--- src/rtl/lcd_capture.sv ---
// Captures the PPU's 2bpp LCD stream, packs 8 pixels per framebuffer word and queues them in a show-ahead FIFO.
// Optional double-buffered addressing is enabled by defining LCD_CAPTURE_DOUBLE_BUFFER_EN.
module lcd_capture #(
    parameter int unsigned H_PIXELS   = 160,
    parameter int unsigned V_LINES    = 144,
    parameter int unsigned FIFO_DEPTH = 16,
    parameter logic [15:0] BASE_ADDR  = 16'h0000
) (
    input  logic        clk,
    input  logic        rst,
    input  logic        hs,
    input  logic        vs,
    input  logic        cpl,
    input  logic [1:0]  pixel,
    input  logic        valid,
    output logic        out_valid,
    input  logic        out_ready,
    output logic [15:0] out_addr,
    output logic [15:0] out_data,
    output logic        out_last,
    output logic        overflow,
    output logic        sync_err,
    input  logic        clear_err,
    output logic [7:0]  frame_count,
    output logic        bank
);

    localparam int unsigned XW = $clog2(H_PIXELS);
    localparam int unsigned YW = $clog2(V_LINES + 1);
    localparam int unsigned AW = $clog2(FIFO_DEPTH);
    localparam logic [XW-1:0] X_LAST      = XW'(H_PIXELS - 1);
    localparam logic [YW-1:0] Y_LAST      = YW'(V_LINES - 1);
    localparam logic [YW-1:0] Y_END       = YW'(V_LINES);
    localparam logic [15:0]   WPL         = 16'(H_PIXELS / 8);
    localparam logic [15:0]   FRAME_WORDS = 16'(H_PIXELS / 8 * V_LINES);
    localparam logic [AW:0]   FULL_COUNT  = (AW + 1)'(FIFO_DEPTH);

    typedef enum logic {WAIT_VS, ACTIVE} state_t;

    state_t state, state_nx;

    logic cpl_q, hs_q, vs_q;
    logic cap_evt, hs_fall, vs_fall;
    logic in_active, take_pixel, line_abort;

    logic [XW-1:0] x;
    logic [YW-1:0] y;
    logic [15:0]   shreg;
    logic [15:0]   word_full;
    logic [15:0]   word_addr;
    logic [15:0]   bank_off;
    logic          word_done;
    logic          wbank;

    logic          push_v;
    logic [15:0]   push_data;
    logic [15:0]   push_addr;
    logic          push_last;

    logic [15:0]   mem_data [FIFO_DEPTH];
    logic [15:0]   mem_addr [FIFO_DEPTH];
    logic          mem_last [FIFO_DEPTH];
    logic [AW-1:0] wr_ptr, rd_ptr;
    logic [AW:0]   count;
    logic          full, empty, pop, push_ok, drop;

    always_ff @(posedge clk) begin
        if (rst) begin
            cpl_q <= 1'b0;
            hs_q  <= 1'b1;
            vs_q  <= 1'b1;
        end else begin
            cpl_q <= cpl;
            hs_q  <= hs;
            vs_q  <= vs;
        end
    end

    assign cap_evt = cpl & ~cpl_q & valid;
    assign hs_fall = ~hs & hs_q;
    assign vs_fall = ~vs & vs_q;

    always_ff @(posedge clk) begin
        if (rst) state <= WAIT_VS;
        else     state <= state_nx;
    end

    always_comb begin
        state_nx = state;
        case (state)
            WAIT_VS: if (vs_fall) state_nx = ACTIVE;
            ACTIVE:  state_nx = ACTIVE;
            default: state_nx = WAIT_VS;
        endcase
    end

    // vs_fall pre-empts everything; a mid-line hs_fall pre-empts a coincident capture.
    always_comb begin
        in_active  = (state == ACTIVE);
        line_abort = in_active & ~vs_fall & hs_fall & (x != '0);
        take_pixel = in_active & ~vs_fall & ~line_abort & cap_evt & (y < Y_END);
    end

`ifdef LCD_CAPTURE_DOUBLE_BUFFER_EN
    always_ff @(posedge clk) begin
        if (rst) begin
            wbank <= 1'b0;
            bank  <= 1'b0;
        end else if (vs_fall && in_active) begin
            wbank <= ~wbank;
            bank  <= wbank;
        end
    end
    assign bank_off = wbank ? FRAME_WORDS : '0;
`else
    assign wbank    = 1'b0;
    assign bank     = 1'b0;
    assign bank_off = wbank ? FRAME_WORDS : '0;
`endif

    assign word_full = {shreg[13:0], pixel};
    assign word_done = take_pixel & (x[2:0] == 3'd7);
    assign word_addr = BASE_ADDR + 16'(y) * WPL + 16'(x >> 3) + bank_off;

    always_ff @(posedge clk) begin
        if (rst) begin
            x     <= '0;
            y     <= '0;
            shreg <= '0;
        end else if (vs_fall) begin
            x     <= '0;
            y     <= '0;
            shreg <= '0;
        end else if (line_abort) begin
            x     <= '0;
            y     <= y + 1'b1;
            shreg <= '0;
        end else if (take_pixel) begin
            shreg <= word_full;
            if (x == X_LAST) begin
                x <= '0;
                y <= y + 1'b1;
            end else begin
                x <= x + 1'b1;
            end
        end
    end

    always_ff @(posedge clk) begin
        if (rst) push_v <= 1'b0;
        else     push_v <= word_done;
    end

    always_ff @(posedge clk) begin
        push_data <= word_full;
        push_addr <= word_addr;
        push_last <= (y == Y_LAST) && (x == X_LAST);
    end

    assign full    = (count == FULL_COUNT);
    assign empty   = (count == '0);
    assign pop     = ~empty & out_ready;
    assign push_ok = push_v & (~full | pop);
    assign drop    = push_v & full & ~pop;

    always_ff @(posedge clk) begin
        if (push_ok) begin
            mem_data[wr_ptr] <= push_data;
            mem_addr[wr_ptr] <= push_addr;
            mem_last[wr_ptr] <= push_last;
        end
    end

    always_ff @(posedge clk) begin
        if (rst) begin
            wr_ptr <= '0;
            rd_ptr <= '0;
            count  <= '0;
        end else begin
            if (push_ok) wr_ptr <= wr_ptr + 1'b1;
            if (pop)     rd_ptr <= rd_ptr + 1'b1;
            case ({push_ok, pop})
                2'b10:   count <= count + 1'b1;
                2'b01:   count <= count - 1'b1;
                default: count <= count;
            endcase
        end
    end

    assign out_valid = ~empty;
    assign out_data  = empty ? '0 : mem_data[rd_ptr];
    assign out_addr  = empty ? '0 : mem_addr[rd_ptr];
    assign out_last  = empty ? 1'b0 : mem_last[rd_ptr];

    // Set events take precedence over a coincident clear.
    always_ff @(posedge clk) begin
        if (rst) begin
            overflow    <= 1'b0;
            sync_err    <= 1'b0;
            frame_count <= '0;
        end else begin
            if (drop)           overflow <= 1'b1;
            else if (clear_err) overflow <= 1'b0;
            if (line_abort)     sync_err <= 1'b1;
            else if (clear_err) sync_err <= 1'b0;
            if (vs_fall)        frame_count <= frame_count + 1'b1;
        end
    end

endmodule

--- config.mk ---
export PLATFORM = sky130hd
export DESIGN_NAME = lcd_capture
export DESIGN_NICKNAME = d
export VERILOG_FILES = /design/src/rtl/lcd_capture.sv
export SDC_FILE = /design/constraint.sdc
export NUM_CORES = 1
export LEC_CHECK = 0
export ABC_AREA = 1
export CAP_MARGIN = 20
export CORE_ASPECT_RATIO = 0.6
export CORE_UTILIZATION = 60
export CTS_CLUSTER_DIAMETER = 100
export CTS_CLUSTER_SIZE = 8
export DETAILED_ROUTE_END_ITERATION = 8
export PLACE_DENSITY = 0.81
export SYNTH_ARGS = -nofsm -noshare
export SYNTH_HDL_FRONTEND = slang
export SYNTH_SLANG_ARGS = --single-unit
--- constraint.sdc ---
create_clock -name clk -period 4.5 [get_ports clk]
set_input_delay 0.45 -clock clk [delete_from_list [all_inputs] [get_ports clk]]
set_output_delay 0.45 -clock clk [all_outputs]
set_load 0.02 [all_outputs]
==> reports/qor.txt, run 1 <==
DRC errors left = 2
setup TNS = 0 ps
leak pwr = 10.3 nW
Switching Power = 5.21 mW
min-delay src = shreg[13]
Max Transition Viols Final = 0
met2 Usage GRT = 46.6%
worst-margin pin slew = 993 ps
R2R setup slack = 1600 ps
total grt overflow = 0
HP Class = flop to flop
Initial Util = 61.3%
failing checks = DRC
Power Density = 578 nW/um^2
Die Ht = 157 um
Hold Buf Count CTS = 0
Comb power frac = 26.5%
Clk Latency, worst-skew pair = 610 ps
RR Startpoint = count[0]
clock tree buffer depth = 3
run status = complete, but fails checks
GRT Total Usage = 30.0%
fin crit share = 89.3%
top cells by area, synth = edfxtp_1 62%, nand2_1 11%, nand3_1 8.3%
clk slew on worst S/H paths = 50 ps
GR peak layer = met2
Setup CP Type = flop to output port
met1 Track Usage GR = 42.5%
internal power = 10.8 mW
final antenna-violating net count = 0
Worst setup EP type = output port
layout net count = 2,272
sequential share of power = 37.7%
post-CTS resize count = 0
RSZ-0062 raised after global routing = no
largest net degree at the start of global routing = 150
Iter 0 DRT Violations = 2,300
skew final = 19.8 ps
Reg2Reg Depth = 7
Routed WL = 60,300 um
Sw Share = 32.6%
Syn-to-layout area delta = 14.8%
post-synth top area cell = edfxtp_1
postcts setup bufs = 0
Max VDD drop = 353 uV
DRT Pass-1 Iters = 8
# H-tree levels = 3
share of layout cells above drive strength 1 = 8.10%
Core Region = 39,300 um^2
max_cap viols = 0
TritonCTS clock tree = yes
clk sinks = 589
crit path DAT = 3570 ps
post-DP HPWL = 32,200 um
sequential share of the synthesized area = 69.5%
cell row count = 56
fill cell total of the finished layout = 2,601
Die X = 261 um
met3 Track Usage GR = 5.78%
Mapped Cells = 2,172
crit-path max FO = 149
IO Count = 55
Worst Setup Start Kind = flop
maximum clock frequency = 249 MHz
placer's final routability congestion estimate = 0.841
total area of sequential cells = 16,800 um^2
via count = 16,800
PortBufs = 51
commonest non-fill, non-tap cell in the layout = nand2_1
TritonCTS buffer count = 83
clock group share of total power = 35.8%
Layout Cells excl Fill = 2,817
CTS root buffer = clkbuf_16
final setup vio count = 0
flops & latches, synth = 589
Worst slew margin = 33.8%
syn avg cell area = 11.1 um^2
most frequent cells in the layout = 733 x nand2_1, 496 x edfxtp_1, 402 x nand3_1
vias in the first global route = 16,200
Hold Path Depth = 0
first-pass GRT wire length = 91,700 um
routed vias/inst = 5.95
WL per Instance = 21.4 um
Fin. Hold Viols = 0
Cell Area, Synth = 24,100 um^2
multi-input logic area = 6640 um^2
DIE AREA = 41,000 um^2
FF-to-FF End = mem_data[13][11]
crit path time final = 4020 ps
Hold WS = 362 ps
Worst Hold Endpoint = push_data[15]
WP data required = 4050 ps
# diodes = 0
Inst Count DP = 2,667
synth warn = 0
synth unique cells = 38
Synth top area share = 61.8%
initial antenna violation count = 2
-- cells in the mapped netlist, drive strengths merged --
master / n
a21oi: 66
a31oi: 1
and3: 1
buf: 90
clkbuf: 27
clkinv: 1
conb: 1
dfxtp: 93
edfxtp: 496
fa: 3
ha: 29
inv: 62
nand2: 740
nand3: 404
nand4: 10
nor2: 89
nor3: 2
nor4: 1
o21a: 1
o21ai: 28
o21bai: 1
xnor2: 9
xor2: 17
-- metrics by stage --
| step | setup WS, ps | power (mW) | area [um^2] | utilization, % |
|---|---|---|---|---|
| 2_1_floorplan | 1710 | 8.91 | 24100 | - |
| 3_3_place_gp | 1320 | 10.2 | 25300 | 64.3 |
| 3_5_place_dp | 1240 | 10.3 | 25300 | 64.3 |
| 4_1_cts | 537 | 16.0 | 27700 | 70.4 |
| 5_1_grt | 351 | 16.6 | 27700 | 70.4 |
| 6_report | 482 | 16.0 | 27700 | 70.4 |
-- critical path: stages (launching register included) --
cell	delay (ps)
dfxtp_4	680
buf_12	580
nand2_1	150
nand3_1	130
nand3_1	120
nand2_1	110
nand2_1	70
a21oi_1	390
clkdlybuf4s50_1	680
-- final cells by class --
type,instances,share of cell area [%]
flip-flops and latches,589,60.6
multi-input cells,1406,24.0
clock buffers,144,8.41
repair buffers,87,3.50
well taps,522,2.36
inverters,63,0.900
clock inverters,6,0.258
-- worst max path at each step --
stage | cells past startpoint | slack [ps] | endpoint
after floorplan | 6 | 1710 | mem_addr[0][0]
after global placement | 9 | 1320 | out_data[15]
after detailed placement | 8 | 1240 | out_data[14]
after CTS | 8 | 540 | out_data[14]
after global routing | 8 | 350 | out_data[14]
final | 8 | 480 | out_data[14]
-- power by group through the flow --
stage                     Clock, mW  Combinational [mW]  Sequential [mW]
final                          5.73                4.24             6.02
after detailed placement          0                4.15             6.12
after global placement            0                4.04             6.12
after CTS                      5.76                4.22             6.02
after floorplan                   0                2.87             6.04
after global routing           5.99                4.62             6.03
-- logic make-up (layout without fill, tap and decap cells) --
| group | count (synthesis) | after routing | synth area share (%) |
|---|---|---|---|
| DFF | 589 | 589 | 69.5 |
| and+or+nand+nor | 1247 | 1247 | 22.1 |
| buffers and inverters | 180 | 300 | 3.47 |
| adders and majority gates | 32 | 32 | 1.75 |
| xor gates and xnor gates | 26 | 26 | 0.945 |
| other | 1 | 4 | 0.0156 |
| AOI/OAI and AO/OA | 97 | 97 | 2.24 |
-- registers in the layout, summed over array words and instances, names as in the netlist, named ones only --
| signal | cells |
|---|---|
| overflow | 1 |
| mem_data | 256 |
| in_active | 1 |
| wr_ptr | 4 |
| push_data | 16 |
| mem_addr | 224 |
| frame_count | 8 |
| x | 8 |
| rd_ptr | 4 |
| push_addr | 14 |
| count | 5 |
| cpl_q | 1 |
| vs_q | 1 |
| y | 8 |
| push_last | 1 |
| push_v | 1 |
| sync_err | 1 |
| hs_q | 1 |
| shreg | 14 |
| mem_last | 16 |
-- metal layers --
metal	vias up	part of all wire, %	wire length [um]
li1	7622	-	-
met1	7978	40	24000
met2	1011	46	27900
met3	146	11	6750
met4	0	2.7	1640
met5	-	0	0
Power figures use the tool's default switching activity.
==> inputs of run 2 (changes only) <==
Settings changed: CAP_MARGIN 20 to default.
==> results of run 2 <==
Final layout, timing and power as in run 1 (identical DEF).
==> inputs of run 3 (changes only) <==
--- a/constraint.sdc
+++ b/constraint.sdc
@@ -3,2 +3,2 @@
 set_output_delay 0.45 -clock clk [all_outputs]
-set_load 0.02 [all_outputs]
+set_load 0.005 [all_outputs]
==> reports/qor.txt, run 3 (synthesized netlist as in run 1, its figures left out) <==
first-pass GRT wire length = 93,700 um (+2.1%)
vias in the first global route = 16,500 (+2.1%)
Initial Util = 61.3% (unchanged)
fin crit share = 85.8% (-3.5 points)
Hold Buf Count CTS = 0 (unchanged)
Worst Setup Start Kind = flop
WL per Instance = 21.8 um (+1.9%)
Max VDD drop = 338 uV (-4.1%)
Clk Latency, worst-skew pair = 610 ps (about the same)
crit-path max FO = 70 (-53%)
HP Class = flop to flop
commonest non-fill, non-tap cell in the layout = nand2_1
DRT Pass-1 Iters = 8 (unchanged)
CP Cell Sequence = inv_6 > buf_4 > nand2_1 > nand3_1 > nand3_1 > nand2_1 > nand2_1 > a21oi_1 > clkdlybuf4s50_1
WP data required = 4050 ps (about the same)
Most common cell on crit path = nand2_1
worst-margin pin slew = 1170 ps (+178 ps)
IO Count = 55 (unchanged)
cell row count = 56 (unchanged)
most frequent cells in the layout = 733 x nand2_1, 496 x edfxtp_1, 402 x nand3_1
Core Region = 39,300 um^2 (unchanged)
PortBufs = 51 (unchanged)
maximum clock frequency = 259 MHz (+4.0%)
postcts setup bufs = 0 (unchanged)
Crit-path slowest cell = clkdlybuf4s50_1
skew final = 26.9 ps (+7.17 ps)
DIE AREA = 41,000 um^2 (unchanged)
Syn-to-layout area delta = 14.7% (about the same)
GRT Total Usage = 30.6% (+0.62 points)
TritonCTS buffer count = 83 (unchanged)
TritonCTS clock tree = yes
Setup CP Type = flop to output port
Top Registers = mem_data (256), mem_addr (224)
Biggest register = mem_data
crit path time final = 3860 ps (-156 ps)
Routed WL = 61,400 um (+1.9%)
R2R setup slack = 1630 ps (+30 ps)
placer's final routability congestion estimate = 0.847 (+0.75%)
post-CTS resize count = 0 (unchanged)
clk sinks = 589 (unchanged)
Iter 0 DRT Violations = 2,465 (+7.2%)
via count = 16,900 (+1.1%)
clk slew on worst S/H paths = 50 ps (about the same)
# diodes = 0 (unchanged)
Worst slew margin = 21.2% (-13 points)
Buf/Inv on CP = 3 (+1)
layout net count = 2,273 (+0.044%)
number of flip-flops in the largest register = 256 (unchanged)
leak pwr = 10.3 nW (about the same)
CTS root buffer = clkbuf_16
max_cap viols = 0 (unchanged)
routed vias/inst = 6.02 (+1.2%)
Worst setup EP type = output port
post-DP HPWL = 31,900 um (-1.1%)
RSZ-0062 raised after global routing = no
share of layout cells above drive strength 1 = 8.20% (+0.094 points)
Power Density = 570 nW/um^2 (-1.3%)
crit path DAT = 3410 ps (-160 ps)
Die X = 261 um (unchanged)
Util after Layout = 70.4% (about the same)
critical path's largest stage delay = 580 ps (-100 ps)
final antenna-violating net count = 0 (unchanged)
initial antenna violation count = 2 (unchanged)
largest net degree at the start of global routing = 154 (+2.7%)
total grt overflow = 0 (unchanged)
setup TNS = 0 ps (unchanged)
Die Ht = 157 um (unchanged)
failing checks = DRC
Max Transition Viols Final = 0 (unchanged)
# H-tree levels = 3 (unchanged)
final setup vio count = 0 (unchanged)
delay-heaviest family, CP = buffers and inverters
run status = complete, but fails checks
Fin. Hold Viols = 0 (unchanged)
clock tree buffer depth = 3 (unchanged)
DRC errors left = 1 (-1)
[run 3: changes by cell type in the layout (fill, tap and decap cells not counted), sizes merged]
cell / before / now
clkinv: 5 / 3
clkbuf: 144 / 142
inv: 64 / 65
buf: 36 / 37
[run 3: layer usage]
| layer | global-route usage, % | vias up | part of all wire, % |
|---|---|---|---|
| met5 | 0 | - | 0 |
| met4 | 12.2 | 0 | 3.2 |
| met3 | 6.43 | 164 | 11 |
| met2 | 48.3 | 1090 | 46 |
| met1 | 42.0 | 8061 | 39 |
| li1 | - | 7629 | - |
[run 3: path summary, 6_finish.rpt]
| kind | from | cells after the start | endpoint |
|---|---|---|---|
| worst min-delay path | shreg[0] | 0 | push_data[2] |
| worst max-delay path | flop | 9 | out_addr[4] |
| worst min register to register | shreg[0] | 0 | push_data[2] |
| worst max register to register | count[0] | 7 | mem_data[10][12] |
[run 3: final cells by class]
type                       instances  area [um^2]
timing repair buffer              88          926
clock inverter                     5         58.8
sequential                       589        16800
tap                              522          653
inverter                          63          249
clock buffer                     142         2360
fill                            2553        11700
multi-input combinational       1406         6640
[run 3: metrics by stage]
step	total power, mW	worst slack (ps)	instance area, um^2	cells	hold slack [ps]
2_1_floorplan	8.60	1710	24100	2175	326
5_1_grt	16.4	429	27700	2815	376
6_report	15.8	638	27700	2815	367
4_1_cts	15.8	666	27700	2815	364
3_3_place_gp	9.83	1310	25200	2668	357
3_5_place_dp	9.94	1330	25200	2668	356
[run 3: worst reg2reg max path, stage by stage (launching register included)]
cell     delay [ps]
dfxtp_1         430
nor2_1          110
nand3_1          80
nor3_1           50
nor2_1          410
nand2_1         380
nor2_4          640
buf_4           420
[run 3: report_power, final]
group	switching, mW	internal [mW]	total, mW
sequential	0.151	5.91	6.06
combinational	2.53	1.37	3.90
clock	2.27	3.54	5.81
